File: src/rtl/cpc_ram_bank_ctrl.sv
// ---------------------------------------------------------------------------
// cpc_ram_bank_ctrl
//
// RAM expansion bank controller for a Z80 (Amstrad CPC style) bus. An OUT to
// the gate-array port (A15=0, D[7:6]=11) selects a RAM configuration (D[2:0])
// and a 64KB expansion bank (D[5:3], optionally extended with inverted
// A[13:11]). The configuration decides which 16KB CPU block is redirected to
// the expansion SRAM and which page of the selected bank it maps to.
//
// A port write must be seen on two consecutive rising clock edges before it
// is committed. This rejects single-cycle glitches on the IO strobes. Exactly
// one commit happens per IO cycle.
//
// Ports
//   CLK        in   Z80 bus clock, the only clock
//   RESET      in   asynchronous active-high reset
//   A          in   address bus A[15:8]
//   D          in   data bus
//   IOREQ_B    in   IO request, active low
//   WR_B       in   write strobe, active low
//   M1_B       in   M1 cycle, active low (IOREQ_B=0 with M1_B=0 is INTA)
//   MREQ_B     in   memory request, active low
//   RFSH_B     in   refresh cycle, active low
//   RAMDIS     out  high = internal RAM disabled for the current block
//   RAMCS_B    out  expansion SRAM chip select, active low
//   RAMADR_HI  out  SRAM address bits [NBANKBITS+15:14] = {bank, page}
//   CFG_Q      out  committed RAM configuration (debug view)
// ---------------------------------------------------------------------------
module cpc_ram_bank_ctrl #(
    parameter int NBANKBITS   = 3,
    parameter int NBANKS      = 2 ** NBANKBITS,
    parameter bit EXT_PORT_EN = 1'b0
) (
    input  logic                   CLK,
    input  logic                   RESET,
    input  logic [7:0]             A,
    input  logic [7:0]             D,
    input  logic                   IOREQ_B,
    input  logic                   WR_B,
    input  logic                   M1_B,
    input  logic                   MREQ_B,
    input  logic                   RFSH_B,
    output logic                   RAMDIS,
    output logic                   RAMCS_B,
    output logic [NBANKBITS+1:0]   RAMADR_HI,
    output logic [2:0]             CFG_Q
);

    typedef enum logic [1:0] {
        ST_IDLE = 2'b00,
        ST_ARM  = 2'b01,
        ST_HOLD = 2'b10
    } state_t;

    state_t                 state_r;
    state_t                 state_nxt_s;
    logic                   pw_s;
    logic                   capture_s;
    logic                   commit_s;
    logic                   discard_s;

    logic [2:0]             pend_cfg_r;
    logic [2:0]             pend_bsel_r;
    logic [2:0]             pend_ext_r;

    logic [2:0]             cfg_r;
    logic [NBANKBITS-1:0]   bank_r;
    logic [5:0]             bank_src_s;
    logic [NBANKBITS-1:0]   bank_nxt_s;

    logic [1:0]             blk_s;
    logic                   sel_raw_s;
    logic [1:0]             page_s;
    logic                   bank_pop_s;
    logic                   sel_s;

    // A[10:8] play no part in the decode.
    logic                   unused_a_s;
    assign unused_a_s = ^A[2:0];

    // Port write match. M1_B=1 is required so an interrupt acknowledge
    // (IOREQ_B and M1_B both low) can never look like a port write.
    assign pw_s = ~IOREQ_B & ~WR_B & M1_B & ~A[7] & D[7] & D[6];

    // FSM state register.
    always_ff @(posedge CLK or posedge RESET) begin
        if (RESET) begin
            state_r <= ST_IDLE;
        end else begin
            state_r <= state_nxt_s;
        end
    end

    // FSM next-state and control strobes.
    always_comb begin
        state_nxt_s = state_r;
        capture_s   = 1'b0;
        commit_s    = 1'b0;
        discard_s   = 1'b0;
        case (state_r)
            ST_IDLE: begin
                if (pw_s) begin
                    capture_s   = 1'b1;
                    state_nxt_s = ST_ARM;
                end else begin
                    state_nxt_s = ST_IDLE;
                end
            end
            ST_ARM: begin
                if (pw_s) begin
                    commit_s    = 1'b1;
                    state_nxt_s = ST_HOLD;
                end else begin
                    // Strobe vanished after one edge: treat as a glitch.
                    discard_s   = 1'b1;
                    state_nxt_s = ST_IDLE;
                end
            end
            ST_HOLD: begin
                // Wait for the IO cycle to end so a long write commits once.
                if (IOREQ_B || WR_B) begin
                    state_nxt_s = ST_IDLE;
                end else begin
                    state_nxt_s = ST_HOLD;
                end
            end
            default: begin
                state_nxt_s = ST_IDLE;
            end
        endcase
    end

    // Pending write registers, loaded on the first matching edge.
    always_ff @(posedge CLK or posedge RESET) begin
        if (RESET) begin
            pend_cfg_r  <= 3'b000;
            pend_bsel_r <= 3'b000;
            pend_ext_r  <= 3'b000;
        end else if (capture_s) begin
            pend_cfg_r  <= D[2:0];
            pend_bsel_r <= D[5:3];
            pend_ext_r  <= A[5:3];
        end else if (discard_s) begin
            pend_cfg_r  <= 3'b000;
            pend_bsel_r <= 3'b000;
            pend_ext_r  <= 3'b000;
        end else begin
            pend_cfg_r  <= pend_cfg_r;
            pend_bsel_r <= pend_bsel_r;
            pend_ext_r  <= pend_ext_r;
        end
    end

    // Bank number from the pending write. The extended port form puts the
    // inverted A[13:11] above D[5:3]; only the low NBANKBITS are kept.
    always_comb begin
        bank_src_s = 6'b000000;
        if (EXT_PORT_EN) begin
            bank_src_s = {~pend_ext_r, pend_bsel_r};
        end else begin
            bank_src_s = {3'b000, pend_bsel_r};
        end
        bank_nxt_s = NBANKBITS'(bank_src_s);
    end

    // Committed configuration and bank; they only ever move on a clock edge,
    // so the decode below cannot glitch on a configuration change.
    always_ff @(posedge CLK or posedge RESET) begin
        if (RESET) begin
            cfg_r  <= 3'b000;
            bank_r <= {NBANKBITS{1'b0}};
        end else if (commit_s) begin
            cfg_r  <= pend_cfg_r;
            bank_r <= bank_nxt_s;
        end else begin
            cfg_r  <= cfg_r;
            bank_r <= bank_r;
        end
    end

    assign blk_s = A[7:6];

    // Block-to-page decode for the committed configuration.
    always_comb begin
        sel_raw_s = 1'b0;
        page_s    = 2'b00;
        case (cfg_r)
            3'd0: begin
                sel_raw_s = 1'b0;
                page_s    = 2'b00;
            end
            3'd1, 3'd3: begin
                if (blk_s == 2'd3) begin
                    sel_raw_s = 1'b1;
                    page_s    = 2'd3;
                end else begin
                    sel_raw_s = 1'b0;
                    page_s    = 2'b00;
                end
            end
            3'd2: begin
                sel_raw_s = 1'b1;
                page_s    = blk_s;
            end
            3'd4, 3'd5, 3'd6, 3'd7: begin
                // Block 1 maps to page cfg-4, i.e. the low two cfg bits.
                if (blk_s == 2'd1) begin
                    sel_raw_s = 1'b1;
                    page_s    = cfg_r[1:0];
                end else begin
                    sel_raw_s = 1'b0;
                    page_s    = 2'b00;
                end
            end
            default: begin
                sel_raw_s = 1'b0;
                page_s    = 2'b00;
            end
        endcase
    end

    // An unpopulated bank falls back to internal RAM.
    assign bank_pop_s = (32'(bank_r) < NBANKS);
    assign sel_s      = sel_raw_s & bank_pop_s;

    // Refresh cycles never reach the expansion SRAM and never hide internal RAM.
    assign RAMDIS    = sel_s & RFSH_B;
    assign RAMCS_B   = ~(sel_s & ~MREQ_B & RFSH_B);
    assign RAMADR_HI = sel_s ? {bank_r, page_s} : {(NBANKBITS + 2){1'b0}};
    assign CFG_Q     = cfg_r;

endmodule
File: config.mk
export PLATFORM = sky130hd
export DESIGN_NAME = cpc_ram_bank_ctrl
export DESIGN_NICKNAME = d
export VERILOG_FILES = /design/src/rtl/cpc_ram_bank_ctrl.sv
export SDC_FILE = /design/constraint.sdc
export NUM_CORES = 1
export LEC_CHECK = 0
export CORE_MARGIN = 2
export CORE_UTILIZATION = 38
export DETAILED_ROUTE_END_ITERATION = 8
export PLACE_DENSITY = 0.76
export SLEW_MARGIN = 20
export SYNTH_ARGS = -nofsm -noshare
export SYNTH_HDL_FRONTEND = slang
export SYNTH_SLANG_ARGS = --single-unit
File: constraint.sdc
create_clock -name CLK -period 1.3 [get_ports CLK]
set_input_delay 0.26 -clock CLK [delete_from_list [all_inputs] [get_ports CLK]]
set_output_delay 0.26 -clock CLK [all_outputs]
set_load 0.01 [all_outputs]
==> results of run 1 <==
[worst min-delay path: stages]
cell and delay (ps):
clkdlybuf4s50_1 390, inv_1 50, buf_4 210
[layout make-up]
class                   count  area [um^2]  share of cell area
repair buffers             40          320               0.262
flip-flops and latches     14          352               0.288
multi-input cells          51          439               0.359
inverters                  11         41.3              0.0338
well taps                  27         33.8              0.0276
clock buffers               4         36.3              0.0297
[stage by stage]
| step | cell area, um^2 | total power (uW) | setup TNS [ps] |
|---|---|---|---|
| 6_report | 1220 | 1040 | -2350 |
| 4_1_cts | 1220 | 1050 | -2440 |
| 3_5_place_dp | 1190 | 741 | -11980 |
| 3_3_place_gp | 1190 | 727 | -10880 |
| 2_1_floorplan | 816 | 639 | -38.9 |
| 5_1_grt | 1220 | 1100 | -2810 |
[sequential cells by signal (all words and copies together), names as in the netlist]
| signal | flops |
|---|---|
| CFG_Q | 3 |
| pend_cfg_r | 3 |
| bank_r | 3 |
| bank_nxt_s | 3 |
| state_r | 2 |
[layer usage]
layer	vias up	share of wire
met5	-	0
met4	0	0.016
met3	3	0.070
met2	31	0.48
met1	342	0.43
li1	372	-
[cell usage after synthesis, types with 2 or more instances]
| cell type | n | area, um^2 |
|---|---|---|
| o21ai_0 | 2 | 10.0 |
| inv_1 | 11 | 41.3 |
| a21boi_0 | 4 | 30.0 |
| mux2_2 | 4 | 45.0 |
| nor3b_1 | 7 | 52.6 |
| dfrtp_1 | 14 | 350 |
| mux2i_1 | 2 | 20.0 |
| clkbuf_1 | 2 | 7.51 |
| a22o_1 | 2 | 17.5 |
| nand2b_1 | 6 | 37.5 |
| nand3_1 | 7 | 35.0 |
| o221ai_1 | 6 | 52.6 |
| nor2b_1 | 2 | 12.5 |
[path summary, 6_finish.rpt]
check	end	depth (start not counted)
worst max-delay path	RAMCS_B	4
worst min-delay path	bank_r[1]$_DFFE_PP0P_	3
worst max register to register	bank_nxt_s[2]$_DFFE_PP0P_	4
worst min register to register	bank_r[0]$_DFFE_PP0P_	1
max in group asynchronous	state_r[0]$_DFF_PP0_	3
min in group CLK	bank_r[0]$_DFFE_PP0P_	1
[logic make-up (layout without fill, tap and decap cells)]
kind of cell           after synthesis  count (layout)  share of synthesized area
multiplexers                         6               6                     0.0798
AND/OR/NAND/NOR                     27              27                      0.233
AO/OA/AOI/OAI                       18              18                      0.178
flip-flops                          14              14                      0.429
buffers and inverters               15              55                     0.0798
[timing repair]
action	in CTS	in global routing
endpoints found under the hold margin	0	0
endpoints found under the setup margin	24	17
pin swaps	6	2
gates resized for setup	46	8
[power by group]
| group | internal [uW] | total [uW] | switching (uW) | leakage (uW) |
|---|---|---|---|---|
| combinational | 115 | 203 | 88.0 | 0.000392 |
| sequential | 488 | 525 | 37.3 | 0.000174 |
| clock | 171 | 317 | 146 | 0.0000210 |
==> impl_metrics.yaml, run 1 <==
synthesis:
  netlist_area_um2: 816
  syn_nets: 103
  ys_types: 24
  yosysSeqAreaShare: 0.429
  synth_ff_type: "dfrtp_1"
  synth.avg_cell_area_um2: 10.2
  synth_edf_count: 0
  synth-async-reset-ratio: 1.00
  yosysWarnings: 0
  synthCells: 80
  synth_seq_cells: 14
routing:
  wl_per_cell_um: 12.4
  vias_per_cell: 5.09
  totalWireLength_um: 1820
  drtIter0Drc: 4
  dr.pass1.iters: 4
  drc: 0
  postRouteAntennaNets: 0
  num_vias: 748
placed_design:
  dp_cells: 143
  port_buffers: 26
  dpl_worst_slack_ps: -879
  gp_congestion: 0.770
  place_hpwl_um: 1440
clock_tree:
  post_cts_buffers: 0
  htree_levels: 1
  cts_tree: "done"
  cts_sinks: 14
  cts_buffers: 3
  clk_path_buf_depth: 2
  cts_root_buf: "clkbuf_4"
  clkTransAtPathRegs_ps: 90
  cts_hold_buf: 0
  clk-insertion-delay-late_ps: 280
power_and_ir_drop:
  max-vdd-ir-drop_v: 0.000570
  p_leak_uw: 0.000587
  p_per_area_nw_per_um2: 855
setup_path:
  end_kind: "primary output"
  critPathKind: "reg2out"
  critPathSlowestCell: "dfrtp_1"
  crit_chain: "and3b_2 > o21ai_4 > a211o_1 > buf_2"
  r2r-start: "state_r[0]$_DFF_PP0_"
  cpPeakStageDelay_ps: 410
  crit_path_start: "CFG_Q[2]$_DFFE_PP0P_"
  path_max_fanout: 5
  cp.arrival_ps: 1460
  critPathBufInv: 1
  required_ps: 1040
  cp_top_family: "flip-flops"
  worst-r2r-setup-slack_ps: 150
  start_kind: "flip-flop"
timing:
  hold_ws_ps: 257
  finalHoldViolations: 0
  period_minus_slack_ps: 1720
  fin_ws_ps: -422
  relSlewSlack: 0.770
  drv_slew: 0
  setup_viol: 7
  post-route-period-util: 1.32
  tightest_slew_ps: 341
  skew_ps: 2.96
  rsz0062_at_grt: "true"
  fmax_mhz: 581
global_route:
  grt_overflow: 0
  grt_max_degree: 15
  grtUsageTotal: 0.161
  grt.busiest_layer: "met2"
  grt_pass1_wl_um: 3110
  use_met1: 0.188
  grt_use_met2: 0.274
  grt_pass1_vias: 759
  grt_util_met3: 0.0476
  antenna_found_initial: 0
run:
  max-cap-violations: 0
die:
  core_area_um2: 2000
  top_level_ports: 33
  fp-row-count: 16
  chipWidth_um: 50.3
  die_area_um2: 2530
  die_y_um: 50.3
  start_util: 0.407
cells_and_area:
  fin_util: 0.611
  final_cell_mix: "13 x dfrtp_1, 13 x buf_4, 12 x clkdlybuf4s50_1"
  drive_above_1_share: 0.358
  final_cells: 147
  n_antenna_cell: 0
  n_fill_cell: 185
  syn_to_final_growth_pct: 49.8
  nets: 144
hold_path:
  hold_class: "in2async"
outcome:
  violations: "negative setup slack"
  status: "finished with violations"
Note: power is estimated with default switching activity, not from simulation.
==> inputs of run 2 (changes only) <==
--- a/config.mk
+++ b/config.mk
@@ -5,6 +5,7 @@
 export SDC_FILE = /design/constraint.sdc
 export NUM_CORES = 1
 export LEC_CHECK = 0
+export ABC_CLOCK_PERIOD_IN_PS = 1300
 export CORE_MARGIN = 2
 export CORE_UTILIZATION = 38
 export DETAILED_ROUTE_END_ITERATION = 8
==> results of run 2 <==
The final DEF is identical to that of run 1; final timing and power are the same.
==> inputs of run 3 (changes only) <==
--- a/config.mk
+++ b/config.mk
@@ -6,6 +6,8 @@
 export NUM_CORES = 1
 export LEC_CHECK = 0
 export ABC_CLOCK_PERIOD_IN_PS = 1300
+export CAP_MARGIN = 20
+export CORE_ASPECT_RATIO = 1.5
 export CORE_MARGIN = 2
 export CORE_UTILIZATION = 38
 export DETAILED_ROUTE_END_ITERATION = 8
==> run 3 against run 2 <==
  * Largest power group unchanged
  * Total power down 0.66%
  * Worst hold slack improved by 20 ps
  * Critical endpoint unchanged
  * Maximum frequency increased by 0.14%
  * The flow still finishes with violations (negative setup slack)
  * Sequential share of layout area is 0.88 points lower
  * Critical path depth unchanged
  * Setup slack improved by 2.3 ps
  * Via count increased by 3.6%
  * Combinational power is 3% higher
==> impl_metrics.yaml, run 3 (same netlist as run 1, synthesis figures left out) <==
power_and_ir_drop:
  power_frac_comb: 0.202
  p_per_area_nw_per_um2: 823
  internal-power_uw: 781
  p_leak_uw: 0.000625
  switching_share: 0.248
  p_seq_frac: 0.506
  power.share.clock: 0.293
  max-vdd-ir-drop_v: 0.000511
  power.switching_uw: 257
cells_and_area:
  n_fill_cell: 165
  final_cell_mix: "16 x buf_4, 13 x dfrtp_1, 12 x clkdlybuf4s50_1"
  drive_above_1_share: 0.400
  fin_util: 0.622
  mostFrequentLayoutCell: "buf_4"
  n_antenna_cell: 0
  regArea_um2: 352
  nets: 149
  syn_to_final_growth_pct: 54.6
  multi_input_area_um2: 449
global_route:
  grt_max_degree: 15
  grtUsageTotal: 0.174
  use_met1: 0.171
  grt.busiest_layer: "met2"
  grt_pass1_wl_um: 3360
  grt_use_met2: 0.342
  grt_overflow: 0
  grt_pass1_vias: 819
  grt_util_met3: 0.0238
  antenna_found_initial: 0
setup_path:
  start_kind: "flip-flop"
  critPathKind: "reg2out"
  required_ps: 1040
  cpPeakStageDelay_ps: 430
  end_kind: "primary output"
  crit_chain: "and3b_2 > o21ai_4 > a211o_1 > buf_2"
  cp.arrival_ps: 1460
  worst-r2r-setup-slack_ps: 80
  path_max_fanout: 5
  critPathSlowestCell: "dfrtp_1"
clock_tree:
  cts_buffers: 3
  clk-insertion-delay-late_ps: 270
  clk_path_buf_depth: 2
  clkTransAtPathRegs_ps: 80
  cts_sinks: 14
  cts_hold_buf: 0
  htree_levels: 1
  cts_root_buf: "clkbuf_4"
  cts_tree: "done"
routing:
  drtIter0Drc: 10
  drc: 0
  num_vias: 775
  wl_per_cell_um: 13.0
  postRouteAntennaNets: 0
  vias_per_cell: 5.27
  totalWireLength_um: 1920
  dr.pass1.iters: 4
placed_design:
  place_hpwl_um: 1500
  gp_congestion: 0.840
  dpl_worst_slack_ps: -910
  port_buffers: 26
run:
  max-cap-violations: 0
die:
  chipWidth_um: 41.8
  die_area_um2: 2540
  start_util: 0.402
  fp-row-count: 20
  core_area_um2: 2030
  top_level_ports: 33
  die_y_um: 60.7
timing:
  tightest_slew_ps: 360
  hold_ws_ps: 277
  fin_ws_ps: -420
  finalHoldViolations: 0
  setup_viol: 7
  tns_ps: -2260
  drv_slew: 0
  period_minus_slack_ps: 1720
  fmax_mhz: 581
  rsz0062_at_grt: "true"
  relSlewSlack: 0.760
  post-route-period-util: 1.32
  skew_ps: 2.41
outcome:
  status: "finished with violations"
  violations: "negative setup slack"
hold_path:
  hold_class: "in2async"
## run 3: what timing repair did
action / CTS / global route
buffers inserted: 4 / 3
resized for setup: 58 / 7
endpoints found under the setup margin: 24 / 11
pin swaps: 9 / 5
## run 3: path summary, 6_finish.rpt
path	from	to	cells past startpoint
max in group asynchronous	RESET	state_r[1]$_DFF_PP0_	3
min reg2reg	bank_r[0]$_DFFE_PP0P_	bank_r[0]$_DFFE_PP0P_	1
max	CFG_Q[2]$_DFFE_PP0P_	RAMCS_B	4
max reg2reg	state_r[0]$_DFF_PP0_	bank_r[2]$_DFFE_PP0P_	2
min	RESET	bank_nxt_s[0]$_DFFE_PP0P_	3
min in group CLK	bank_r[0]$_DFFE_PP0P_	bank_r[0]$_DFFE_PP0P_	1
## run 3: worst max-delay path, delay by kind of cell (launching register included)
| family | cells | cell delay (ps) |
|---|---|---|
| and+or+nand+nor | 1 | 290 |
| DFF | 1 | 430 |
| AOI/OAI and AO/OA | 2 | 340 |
| buffers and inverters | 1 | 140 |
## run 3: layout make-up
type | count | share of cell area
repair buffers | 45 | 0.282
flip-flops and latches | 14 | 0.279
multi-input cells | 51 | 0.356
inverters | 11 | 0.0327
well taps | 22 | 0.0218
clock buffers | 4 | 0.0288
## run 3: metal layers
metal	vias to the layer above	part of all wire
li1	380	-
met1	366	0.36
met2	27	0.56
met3	2	0.066
met4	0	0.016
met5	-	0
## run 3: power by group through the flow
| stage | clock network (uW) | registers (uW) | logic [uW] |
|---|---|---|---|
| 2_1_floorplan | 0 | 523 | 116 |
| 3_3_place_gp | 0 | 528 | 199 |
| 3_5_place_dp | 0 | 535 | 204 |
| 4_1_cts | 310 | 526 | 207 |
| 5_1_grt | 333 | 533 | 239 |
| 6_report | 304 | 525 | 209 |
## run 3: metrics by stage
stage | cell area (um^2) | power [uW] | cells
floorplan | 816 | 639 | 80
global placement | 1170 | 727 | 136
detailed placement | 1170 | 739 | 136
CTS | 1230 | 1040 | 144
global route | 1260 | 1100 | 147
finish | 1260 | 1040 | 147
